--- src/rtl/seq_div_16by8.sv ---
// seq_div_16by8
// Iterative restoring divider. It takes a 2*DW-bit unsigned dividend and a
// DW-bit unsigned divisor, and produces one quotient bit per clock.
// It returns a 2*DW-bit quotient and a DW-bit remainder.
// A zero divisor is reported through div_zero, with an all-ones quotient.
//
// Ports
//   clk        in   1     rising-edge clock
//   rst_n      in   1     asynchronous active-low reset
//   in_valid   in   1     operand pair valid
//   in_ready   out  1     divider idle, can accept an operand pair
//   dividend   in   2*DW  numerator, unsigned
//   divisor    in   DW    denominator, unsigned
//   out_valid  out  1     result valid, held until out_ready
//   out_ready  in   1     consumer accepts the result
//   quotient   out  2*DW  unsigned quotient
//   remainder  out  DW    unsigned remainder
//   div_zero   out  1     divisor of this result was zero
//
// state | meaning
// ------+------------------------------------------------------------
// IDLE  | waiting for an operand pair, in_ready=1
// CALC  | shifting out one quotient bit per cycle, 2*DW cycles
// DONE  | result presented, out_valid=1, held until out_ready

module seq_div_16by8 #(
  parameter int DW = 8
) (
  input  logic            clk,
  input  logic            rst_n,
  input  logic            in_valid,
  output logic            in_ready,
  input  logic [2*DW-1:0] dividend,
  input  logic [DW-1:0]   divisor,
  output logic            out_valid,
  input  logic            out_ready,
  output logic [2*DW-1:0] quotient,
  output logic [DW-1:0]   remainder,
  output logic            div_zero
);

  localparam int          CW   = $clog2(2*DW);
  localparam logic [CW-1:0] LAST = CW'(2*DW-1);

  typedef enum logic [1:0] {
    IDLE = 2'd0,
    CALC = 2'd1,
    DONE = 2'd2
  } state_t;

  state_t state, state_n;

  // work holds the unconsumed dividend bits at the top.
  // Quotient bits fill in from the bottom as the dividend bits shift out.
  logic [2*DW-1:0] work;
  logic [DW-1:0]   divisor_q;
  logic [DW-1:0]   partial;
  logic [DW-1:0]   partial_n;
  logic [CW-1:0]   cnt;
  logic [DW:0]     trial;
  logic            q_bit;
  logic            accept;

  assign accept = in_valid && in_ready;

  // The trial remainder needs DW+1 bits: the shifted-in value can reach 2*divisor-1.
  // After a subtraction the result is always below divisor, so it fits back into DW bits.
  assign trial     = {partial, work[2*DW-1]};
  assign q_bit     = (trial >= {1'b0, divisor_q});
  assign partial_n = q_bit ? (trial[DW-1:0] - divisor_q) : trial[DW-1:0];

  always_ff @(posedge clk or negedge rst_n) begin
    if (!rst_n) state <= IDLE;
    else        state <= state_n;
  end

  always_comb begin
    state_n   = state;
    in_ready  = 1'b0;
    out_valid = 1'b0;
    case (state)
      IDLE: begin
        in_ready = 1'b1;
        if (accept) state_n = (divisor != '0) ? CALC : DONE;
      end
      CALC: begin
        if (cnt == LAST) state_n = DONE;
      end
      DONE: begin
        out_valid = 1'b1;
        if (out_ready) state_n = IDLE;
      end
      default: state_n = IDLE;
    endcase
  end

  always_ff @(posedge clk or negedge rst_n) begin
    if (!rst_n) begin
      work      <= '0;
      divisor_q <= '0;
      partial   <= '0;
      cnt       <= '0;
      quotient  <= '0;
      remainder <= '0;
      div_zero  <= 1'b0;
    end else if (state == IDLE && accept) begin
      if (divisor != '0) begin
        work      <= dividend;
        divisor_q <= divisor;
        partial   <= '0;
        cnt       <= '0;
        div_zero  <= 1'b0;
      end else begin
        quotient  <= '1;
        remainder <= '0;
        div_zero  <= 1'b1;
      end
    end else if (state == CALC) begin
      work    <= {work[2*DW-2:0], q_bit};
      partial <= partial_n;
      cnt     <= cnt + CW'(1);
      // The output registers change only when the result is complete.
      // They keep their value for the whole time the result is presented.
      if (cnt == LAST) begin
        quotient  <= {work[2*DW-2:0], q_bit};
        remainder <= partial_n;
      end
    end
  end

endmodule

--- config.mk ---
export PLATFORM = sky130hd
export DESIGN_NAME = seq_div_16by8
export DESIGN_NICKNAME = d
export VERILOG_FILES = /design/src/rtl/seq_div_16by8.sv
export SDC_FILE = /design/constraint.sdc
export NUM_CORES = 1
export LEC_CHECK = 0
export CAP_MARGIN = 20
export CORE_MARGIN = 2
export CORE_UTILIZATION = 49
export CTS_BUF_LIST = sky130_fd_sc_hd__clkbuf_4 sky130_fd_sc_hd__clkbuf_8
export DETAILED_ROUTE_END_ITERATION = 10
export PLACE_DENSITY_LB_ADDON = 0.2
export SETUP_SLACK_MARGIN = 0.3
export SYNTH_ARGS = -nofsm -noshare
export SYNTH_HDL_FRONTEND = slang
export SYNTH_SLANG_ARGS = --single-unit
--- constraint.sdc ---
create_clock -name clk -period 1.9 [get_ports clk]
set_input_delay 0.57 -clock clk [delete_from_list [all_inputs] [get_ports clk]]
set_output_delay 0.57 -clock clk [all_outputs]
set_load 0.01 [all_outputs]
* Yosys cells after proc, flatten, opt, wreduce, memory -nomap -nowiden
Index checks and enable logic that the tools add are counted.
** Storage, ports and cells
- Register bits after elaboration :: 63
- Latch bits :: 0
- Memory bits (writable) :: 0
- ROM bits :: 0
- Output and inout bits :: 27
- Memories kept :: 0
** Cells by class
- Add/sub/neg operators :: 2
- Multipliers :: 0
- Divide/modulo/power cells :: 0
- Magnitude comparators :: 1
- Equality and inequality tests :: 8
- Shift operators :: 0
- Muxes and demuxes :: 26
- Bitwise logic cells :: 0
- Reductions and logical operators :: 10
** Operators by type and width (number)
- $mux 16 :: 7
- $mux 8 :: 8
- $mux 4 :: 3
- $ge 9x8->1 :: 1
- $mux 2 :: 4
- $ne 2x2->1 const B :: 4
- $reduce_bool 8->1 :: 1
- $sub 8x8->8 :: 1
- $pmux 2 s3 :: 1
- $reduce_and 3->1 :: 2
- $add 4x1->4 const B :: 1
- $eq 4x4->1 const B :: 1
- $reduce_and 2->1 :: 2
- $reduce_bool 2->1 :: 2
- $mux 1 :: 3
- $eq 2x1->1 const B :: 1
- $eq 2x2->1 const B :: 1
- $logic_and 1x1->1 :: 2
- $logic_not 2->1 :: 1
- $ne 2x1->1 const B :: 1

* Depth between registers and ports, before layout
Gate-level depths: netlist of the first run.
- Depth after elaboration :: 6
- Mapped depth :: 9
- Depth with buffers taken out :: 8

* Least setup slack after synthesis of the first run
OpenSTA, ideal clock, no wires.
- Path kind :: register to register
- Start :: register work[15]
- End :: register partial[6]
- Setup time :: 0.087 ns
- Data arrival time :: 1.873 ns
- Required time :: 1.813 ns
- Path slack :: -0.059 ns
- Cell stages (with the launch flop) :: 9
- Path buffers :: 0
- Clock period less this slack :: 1.959 ns
- Path through :: dfrtp_1 > inv_1 > ha_1 > fa_1 > nand2b_1 > a2111o_1 > o311ai_0 > nand4_1 > o211ai_1
** Between the ends
- Longest elaborated chain between the ends :: 4
- Elaborated cells between the ends (all ways) :: 5
- Those cells by class :: add/sub (1); order compare (1); mux (3)
** RTL lines
- from (decl) :: line 55 : logic [2*DW-1:0] work;
- from (signal assigned) :: line 108 : work <= dividend;
- from (signal assigned) :: line 119 : work <= {work[2*DW-2:0], q_bit};
- $sub 8x8->8 or $ge 9x8->1 (tied branches) :: line 70, 69
- $mux 8 * :: line 70 : assign partial_n = q_bit ? (trial[DW-1:0] - divisor_q) : trial[DW-1:0];
- $mux 8 * :: line 118 : end else if (state == CALC) begin
- $mux 8 * :: line 106 : end else if (state == IDLE && accept) begin
- to (signal assigned) :: line 120 : partial <= partial_n;
- to (decl) :: line 57 : logic [DW-1:0] partial;
Mark *: on every way between the ends. The rest lies on a longest branch, timed or not. The select of a mux whose other input is x is not followed.
A chain may end at the register's enable or synchronous reset.

* Worst setup path in the final report of the first run
- Start :: register partial[6]
- End :: register remainder[3]
** Between the ends
- Longest elaborated chain between the ends :: 5
** RTL lines
- $ge 9x8->1 :: line 69 : assign q_bit = (trial >= {1'b0, divisor_q});
- $mux 8 :: line 70
- $mux 8 :: line 124 : if (cnt == LAST) begin
- $mux 8 :: line 118
- $mux 8 :: line 106
- to (signal assigned) :: line 126 : remainder <= partial_n;
- to (decl) :: line 38 : output logic [DW-1:0] remainder,
No other way between the ends. The select of a mux whose other input is x is not followed.

==> results of run 1 <==
[cells by family after synthesis]
group | count (synthesis) | synth area share (%)
AO/OA/AOI/OAI | 101 | 23.1
XOR/XNOR | 4 | 1.10
adder cells (fa/ha/maj) | 10 | 4.15
buffers and inverters | 30 | 5.05
flip-flops | 63 | 49.3
AND/OR/NAND/NOR | 125 | 17.3
[layout by cell type (no fill, tap or decap), types with 9 or more instances in the layout]
| master | netlist | final |
|---|---|---|
| a31oi_1 | 15 | 14 |
| clkdlybuf4s50_1 | 0 | 17 |
| dfrtp_1 | 63 | 61 |
| o22a_1 | 16 | 16 |
| nor2_1 | 25 | 23 |
| buf_6 | 4 | 14 |
| buf_4 | 3 | 62 |
| clkbuf_8 | 0 | 10 |
| clkdlybuf4s15_1 | 0 | 22 |
| o21ai_0 | 18 | 14 |
| nand2_1 | 66 | 63 |
| o31ai_1 | 13 | 9 |
[layout make-up]
cell class	instances	area [µm²]	share of cell area, %
Clock buffer	11	145	2.87
Sequential cell	63	1580	31.3
Multi-Input combinational cell	243	1880	37.3
Clock inverter	5	81.3	1.61
Timing Repair Buffer	133	1220	24.1
Inverter	12	47.5	0.941
Tap cell	77	96.3	1.91
[final timing paths]
| check | start | endpoint | slack [ns] |
|---|---|---|---|
| max | partial[6]$_DFFE_PN0P_ | remainder[3]$_DFFE_PN0P_ | -0.15 |
| min | rst_n | divisor_q[3]$_DFFE_PN0P_ | 0.22 |
| max reg2reg | partial[6]$_DFFE_PN0P_ | remainder[3]$_DFFE_PN0P_ | -0.15 |
| min reg2reg | quotient[5]$_DFFE_PN0P_ | quotient[5]$_DFFE_PN0P_ | 0.50 |
| max in group asynchronous | rst_n | quotient[13]$_DFFE_PN0P_ | 1.09 |
| min in group clk | divisor[5] | divisor_q[5]$_DFFE_PN0P_ | 0.44 |
[power groups by stage]
stage,Combinational [mW],Clock [mW],Sequential (mW)
2_1_floorplan,3.19,0,2.54
3_3_place_gp,5.23,0,2.47
3_5_place_dp,5.43,0,2.49
4_1_cts,6.34,1.34,2.49
5_1_grt,7.79,1.40,2.59
6_report,7.36,1.34,2.53
[through the flow]
stage	instances	hold slack (ns)
floorplan	333	0.274
global placement	494	0.466
detailed placement	494	0.465
CTS	532	0.235
global route	544	0.250
finish	544	0.221
[timing repair]
item,4_1_cts,5_1_grt
setup endpoints to repair,83,81
pin swaps,33,23
buffers inserted,17,12
gates resized for setup,119,49
cloned,5,0
[layer usage]
| layer | wire length [µm] | vias up |
|---|---|---|
| li1 | - | 1447 |
| met1 | 4570 | 1638 |
| met2 | 5630 | 171 |
| met3 | 714 | 42 |
| met4 | 432 | 0 |
| met5 | 0 | - |
[Yosys cell counts, drive strengths merged, types with 6 or more instances]
cell / count / area [µm²]
a21oi: 15 / 97.6
a31oi: 15 / 93.8
buf: 13 / 96.3
dfrtp: 63 / 1580
ha: 9 / 113
inv: 12 / 45.0
nand2: 66 / 248
nand2b: 8 / 50.1
nor2: 25 / 93.8
nor3: 6 / 30.0
o21ai: 20 / 111
o22a: 16 / 140
o31ai: 13 / 97.6
[state kept, by name (all words and copies together) (netlist names)]
| name | count |
|---|---|
| divisor_q | 8 |
| div_zero | 1 |
| cnt | 4 |
| work | 16 |
| remainder | 8 |
| partial | 8 |
| state | 2 |
| quotient | 16 |
==> impl_results.md, run 1 <==
- Final core occ: 80.0%
- DRC violation total after the first TritonRoute iteration: 329
- Peak per-stage delay on the critical path: 0.43 ns
- # IOs: 55
- Buffers plus inverters on the worst setup path: 1
- Fraction of power consumed by the clock network: 11.9%
- Number of stages on the worst setup path: 7
- Final ANT Viol Nets: 0
- Peak clock frequency supported by timing: 487 MHz
- Most frequently used flop master after synthesis: dfrtp_1
- Max-slew violation total from the final report: 0
- Avg Cell Area, Syn: 9.60 µm²
- Crit start category: register
- Cts hold-fix bufs: 0
- Post-Place Setup Slack: -0.440 ns
- Share of post-route cells with drive strength above 1: 36.4%
- Final sum of negative setup slack: -1.81 ns
- Standard-cell row count: 29
- Share of total power in sequential cells: 22.5%
- CP max-delay cell: dfrtp_1
- Fraction of met3 tracks used by global routing: 6.00%
- Crit path arrival time: 2.27 ns
- Post-synth ARST share: 100%
- Maximum buffer depth of the clock tree: 2
- Antenna cell count: 0
- Chip Height: 84.8 µm
- Clock latency at the later pin of the worst-skew pair: 0.35 ns
- Data required time of the critical path: 2.11 ns
- Core region area: 6310 µm²
- Final number of setup-violating endpoints: 18
- H-tree levels: 3
- Share of synthesized area occupied by flip-flops and latches: 49.3%
- Port bufs: 54
- Net switching component of the power: 4.78 mW
- Busiest metal layer after global routing: met2
- Design internal power: 6.45 mW
- Remaining max-slew budget at the tightest pin: 59.0%
- Detailed-route DRC error count: 0
- Antenna violations before repair: 0
- Via count: 3298
- # fillers: 402
- Post-layout minimum cycle time: 2.05 ns
- CTS tree: done
- Worst setup margin: -0.153 ns
- Vias in the first global route: 3420
- Die Footprint: 7190 µm²
- Synth unique cells: 50
- Cell area after synthesis: 3200 µm²
- Switching portion of total power: 42.5%
- Post-route clock period utilization: 108%
- Layout area overhead: 58.0%
- Type of the worst setup path: register to register
- Crit path cell chain: ha_4, or2_4, a2111oi_4, o21ai_4, buf_6, a21oi_4, o31ai_1
- Sum of overflow across all layers after global routing: 0
- Vias per std cell: 6.06
- Number of endpoints with negative hold slack in the final report: 0
- Worst ir drop on vdd: 1.78 mV
- Synthesis-stage register bit count: 63
- Slew at the pin closest to its max-slew limit: 0.615 ns
- Static power due to leakage: 2.23 nW
- Number of enable flip-flop cells after synthesis: 0
- Worst min-delay path class: input port to asynchronous set/reset pin
- Fraction of met2 tracks used by global routing: 50.5%
- Worst Path Max Fanout: 7
- Setup repair after global routing missed its margin: yes
- Clk sinks: 63
- Clk Tree Root Cell: clkbuf_8
- Num CTS Buffers: 9
- GRT Util Overall: 30.9%
- Wire length of the first global-routing pass: 17100 µm
- Combinational share of power: 65.5%
- Placed cell areas: 4220 µm²
- Syn. warnings: 0
- Width of the die: 84.8 µm
- Critical Path Sink Type: register
- Synth Net Count: 371
- Non-Filler Cell Area, Final: 5050 µm²
- Wire length per cell after detailed routing: 20.9 µm
- Run status: finished with violations
- CTS clk-pin slew, worst paths: 0.08 ns
- Post-detailed-placement half-perimeter wirelength: 6130 µm
- Total number of nets in the final design: 500
- Max Cap Violations: 0
- M1 GR Usage: 38.5%
- Total wirelength of the detailed-routed design: 11300 µm
- Power consumption: 11.2 mW
- Placer's final routability congestion estimate: 1.01
- Power density over cell area: 2220 nW/µm²
- DRT Pass-1 Iters: 6
- Worst Reg-to-Reg Cells: 7
- Number of instances in the synthesized netlist: 333
- Violations in the final reports: setup timing
- Initial standard-cell utilization of the core: 50.6%
- Layout Skew: 0.00862 ns
- Largest net degree at the start of global routing: 26
- Largest delay contributor family on the critical path: compound AO/OA/AOI/OAI gates
(Power assumes the default switching activity.)
==> inputs of run 2 (changes only) <==
--- a/config.mk
+++ b/config.mk
@@ -6,7 +6,6 @@
 export NUM_CORES = 1
 export LEC_CHECK = 0
 export CAP_MARGIN = 20
-export CORE_MARGIN = 2
 export CORE_UTILIZATION = 49
 export CTS_BUF_LIST = sky130_fd_sc_hd__clkbuf_4 sky130_fd_sc_hd__clkbuf_8
 export DETAILED_ROUTE_END_ITERATION = 10
==> run 2 against run 1 <==
Against the previous run: the run still ends with setup timing left; power decreased by 5.7%; clock-buffer cell count unchanged; largest power group unchanged; maximum frequency increased by 0.85%; worst setup slack improved by 0.017 ns.
==> impl_results.md, run 2 (synthesis results as in run 1) <==
- Clock latency at the later pin of the worst-skew pair: 0.34 ns (about the same)
- Antenna violations before repair: 0 (unchanged)
- Layout area overhead: 54.5%
- Layout Skew: 0.0181 ns (+0.00948 ns)
- Standard-cell row count: 29 (unchanged)
- Cts hold-fix bufs: 0 (unchanged)
- Data required time of the critical path: 2.15 ns (+0.04 ns)
- Crit path arrival time: 2.29 ns (+0.02 ns)
- Placer's final routability congestion estimate: 0.844 (-17%)
- Sum of overflow across all layers after global routing: 0 (unchanged)
- Share of total power in sequential cells: 24.0% (+1.5 points)
- Maximum buffer depth of the clock tree: 2 (unchanged)
- Vias per std cell: 5.97 (-1.5%)
- Worst min-delay path class: input port to asynchronous set/reset pin
- # fillers: 398 (-1.0%)
- Power density over cell area: 2140 nW/µm² (-3.6%)
- Crit start category: register
- Combinational share of power: 66.1% (+0.6 points)
- Post-detailed-placement half-perimeter wirelength: 6150 µm (+0.39%)
- Hold_ws: 0.191 ns (-0.0306 ns)
- Static power due to leakage: 2.18 nW (-2.5%)
- Num CTS Buffers: 9 (unchanged)
- Wire length of the first global-routing pass: 14800 µm (-13%)
- Violations in the final reports: setup timing
- Max Cap Violations: 0 (unchanged)
- Chip Height: 82.8 µm (-2.4%)
- Crit path cell chain: ha_2, fa_2, nand2b_4, a2111o_1, o311ai_4, nand4_1, o211ai_1
- Startpoint of the most critical register-to-register path: divisor_q[0]$_DFFE_PN0P_
- Final sum of negative setup slack: -0.818 ns (+0.990 ns)
- Run status: finished with violations
- CTS clk-pin slew, worst paths: 0.08 ns (about the same)
- Antenna cell count: 0 (unchanged)
- Power consumption: 10.6 mW (-5.7%)
- Worst Path Max Fanout: 3 (-4)
- Post-layout minimum cycle time: 2.04 ns (-0.0173 ns)
- Clk sinks: 63 (unchanged)
- Clk Tree Root Cell: clkbuf_8
- Detailed-route DRC error count: 0 (unchanged)
- Die Footprint: 6850 µm² (-4.7%)
- Final ANT Viol Nets: 0 (unchanged)
- CP max-delay cell: a2111o_1
- Most common cell after layout, fill and taps aside: nand2_1
- Largest net degree at the start of global routing: 22 (-15%)
- Worst ir drop on vdd: 1.72 mV (-3.6%)
- Wire length per cell after detailed routing: 19.6 µm (-6.1%)
- Final number of setup-violating endpoints: 13 (-5)
- Launch point of the worst path: divisor_q[0]$_DFFE_PN0P_
- Initial standard-cell utilization of the core: 50.6% (unchanged)
- Net switching component of the power: 4.59 mW (-3.8%)
- Total number of nets in the final design: 494 (-1.2%)
- Remaining max-slew budget at the tightest pin: 64.9% (+5.9 points)
- Total wirelength of the detailed-routed design: 10500 µm (-7.1%)
- Max-slew violation total from the final report: 0 (unchanged)
- Number of endpoints with negative hold slack in the final report: 0 (unchanged)
- Number of non-filler instances in the completed layout: 538 (-1.1%)
- Worst setup margin: -0.136 ns (+0.0173 ns)
- Type of the worst setup path: register to register
- Critical Path Sink Type: register
- Vias in the first global route: 3124 (-8.7%)
- CTS tree: done
- Width of the die: 82.8 µm (-2.4%)
- Setup repair after global routing missed its margin: yes
- # IOs: 55 (unchanged)
- Number of cells in the design after placement: 495 (+0.20%)
- Post-route clock period utilization: 107% (-0.91 points)
- Slew at the pin closest to its max-slew limit: 0.527 ns (-0.0882 ns)
- H-tree levels: 3 (unchanged)
- DRT Pass-1 Iters: 7 (+1)
- Peak clock frequency supported by timing: 491 MHz (+0.85%)
- Port bufs: 54 (unchanged)
- Switching portion of total power: 43.4% (+0.87 points)
- Fraction of power consumed by the clock network: 9.8% (-2.1 points)
- Commonest cells after routing, fill and taps aside: nand2_1, dfrtp_1, buf_4
- Registers with the most flip-flops: quotient: 16 flops, work: 16 flops
- Share of post-route cells with drive strength above 1: 37.7% (+1.3 points)
- Peak per-stage delay on the critical path: 0.41 ns (-0.02 ns)
- Core region area: 6310 µm² (unchanged)
- Via count: 3214 (-2.5%)
- DRC violation total after the first TritonRoute iteration: 322 (-2.1%)
- GRT Util Overall: 29.7% (-1.2 points)
- Design internal power: 5.99 mW (-7.2%)
-- run 2: final timing paths --
| check | end | slack, ns | cells after the start |
|---|---|---|---|
| setup / recovery | remainder[6]$_DFFE_PN0P_ | -0.14 | 7 |
| hold / removal | divisor_q[5]$_DFFE_PN0P_ | 0.19 | 1 |
| setup reg to reg | remainder[6]$_DFFE_PN0P_ | -0.14 | 7 |
| hold reg to reg | quotient[3]$_DFFE_PN0P_ | 0.49 | 1 |
| max in group asynchronous | state[1]$_DFFE_PN0P_ | 1.18 | 2 |
| min in group clk | divisor_q[5]$_DFFE_PN0P_ | 0.48 | 3 |
-- run 2: what timing repair did --
| item | 4_1_cts | 5_1_grt |
|---|---|---|
| endpoints found under the hold margin | 0 | 0 |
| pin swaps | 37 | 21 |
| endpoints found under the setup margin | 89 | 49 |
| gates resized for setup | 119 | 37 |
| buffers inserted | 12 | 10 |
| gates cloned | 4 | 1 |
-- run 2: worst max-delay path: cells and delay by family, from the launching register on --
kind	cells	cell delay, ns
flops	1	0.40
fa+ha+maj	2	0.55
simple gates	2	0.36
compound gates	3	0.64
-- run 2: final cells by class --
| class | instances | area (µm²) | share of cell area (%) |
|---|---|---|---|
| well taps | 77 | 96.3 | 1.95 |
| repair buffers | 127 | 1170 | 23.7 |
| flip-flops and latches | 63 | 1580 | 32.0 |
| clock buffers | 11 | 139 | 2.81 |
| clock inverters | 5 | 35.0 | 0.709 |
| multi-input cells | 243 | 1870 | 37.9 |
| inverters | 12 | 45.0 | 0.912 |
-- run 2: power groups by stage --
| stage | combinational, mW | clock, mW | sequential (mW) |
|---|---|---|---|
| floorplan | 3.19 | 0 | 2.54 |
| global placement | 5.12 | 0 | 2.49 |
| detailed placement | 5.31 | 0 | 2.50 |
| CTS | 6.14 | 1.03 | 2.49 |
| global route | 7.43 | 1.10 | 2.61 |
| finish | 7.00 | 1.04 | 2.54 |
-- run 2: per-stage QoR --
| stage | setup slack, ns | utilization (%) | cell area (µm²) |
|---|---|---|---|
| after floorplan | 0.0951 | - | 3310 |
| after global placement | -0.399 | 67.0 | 4230 |
| after detailed placement | -0.433 | 67.0 | 4230 |
| after CTS | -0.0545 | 74.9 | 4730 |
| after global routing | -0.273 | 78.2 | 4940 |
| final | -0.136 | 78.2 | 4940 |
-- run 2: routing by layer --
| layer | vias to the layer above | wire length, µm | GRT usage, % | part of all wire (%) |
|---|---|---|---|---|
| li1 | 1439 | - | - | - |
| met1 | 1570 | 4150 | 36.9 | 39 |
| met2 | 167 | 5270 | 47.9 | 50 |
| met3 | 38 | 699 | 6.12 | 6.6 |
| met4 | 0 | 421 | 17.6 | 4.0 |
| met5 | - | 0 | 0 | 0 |
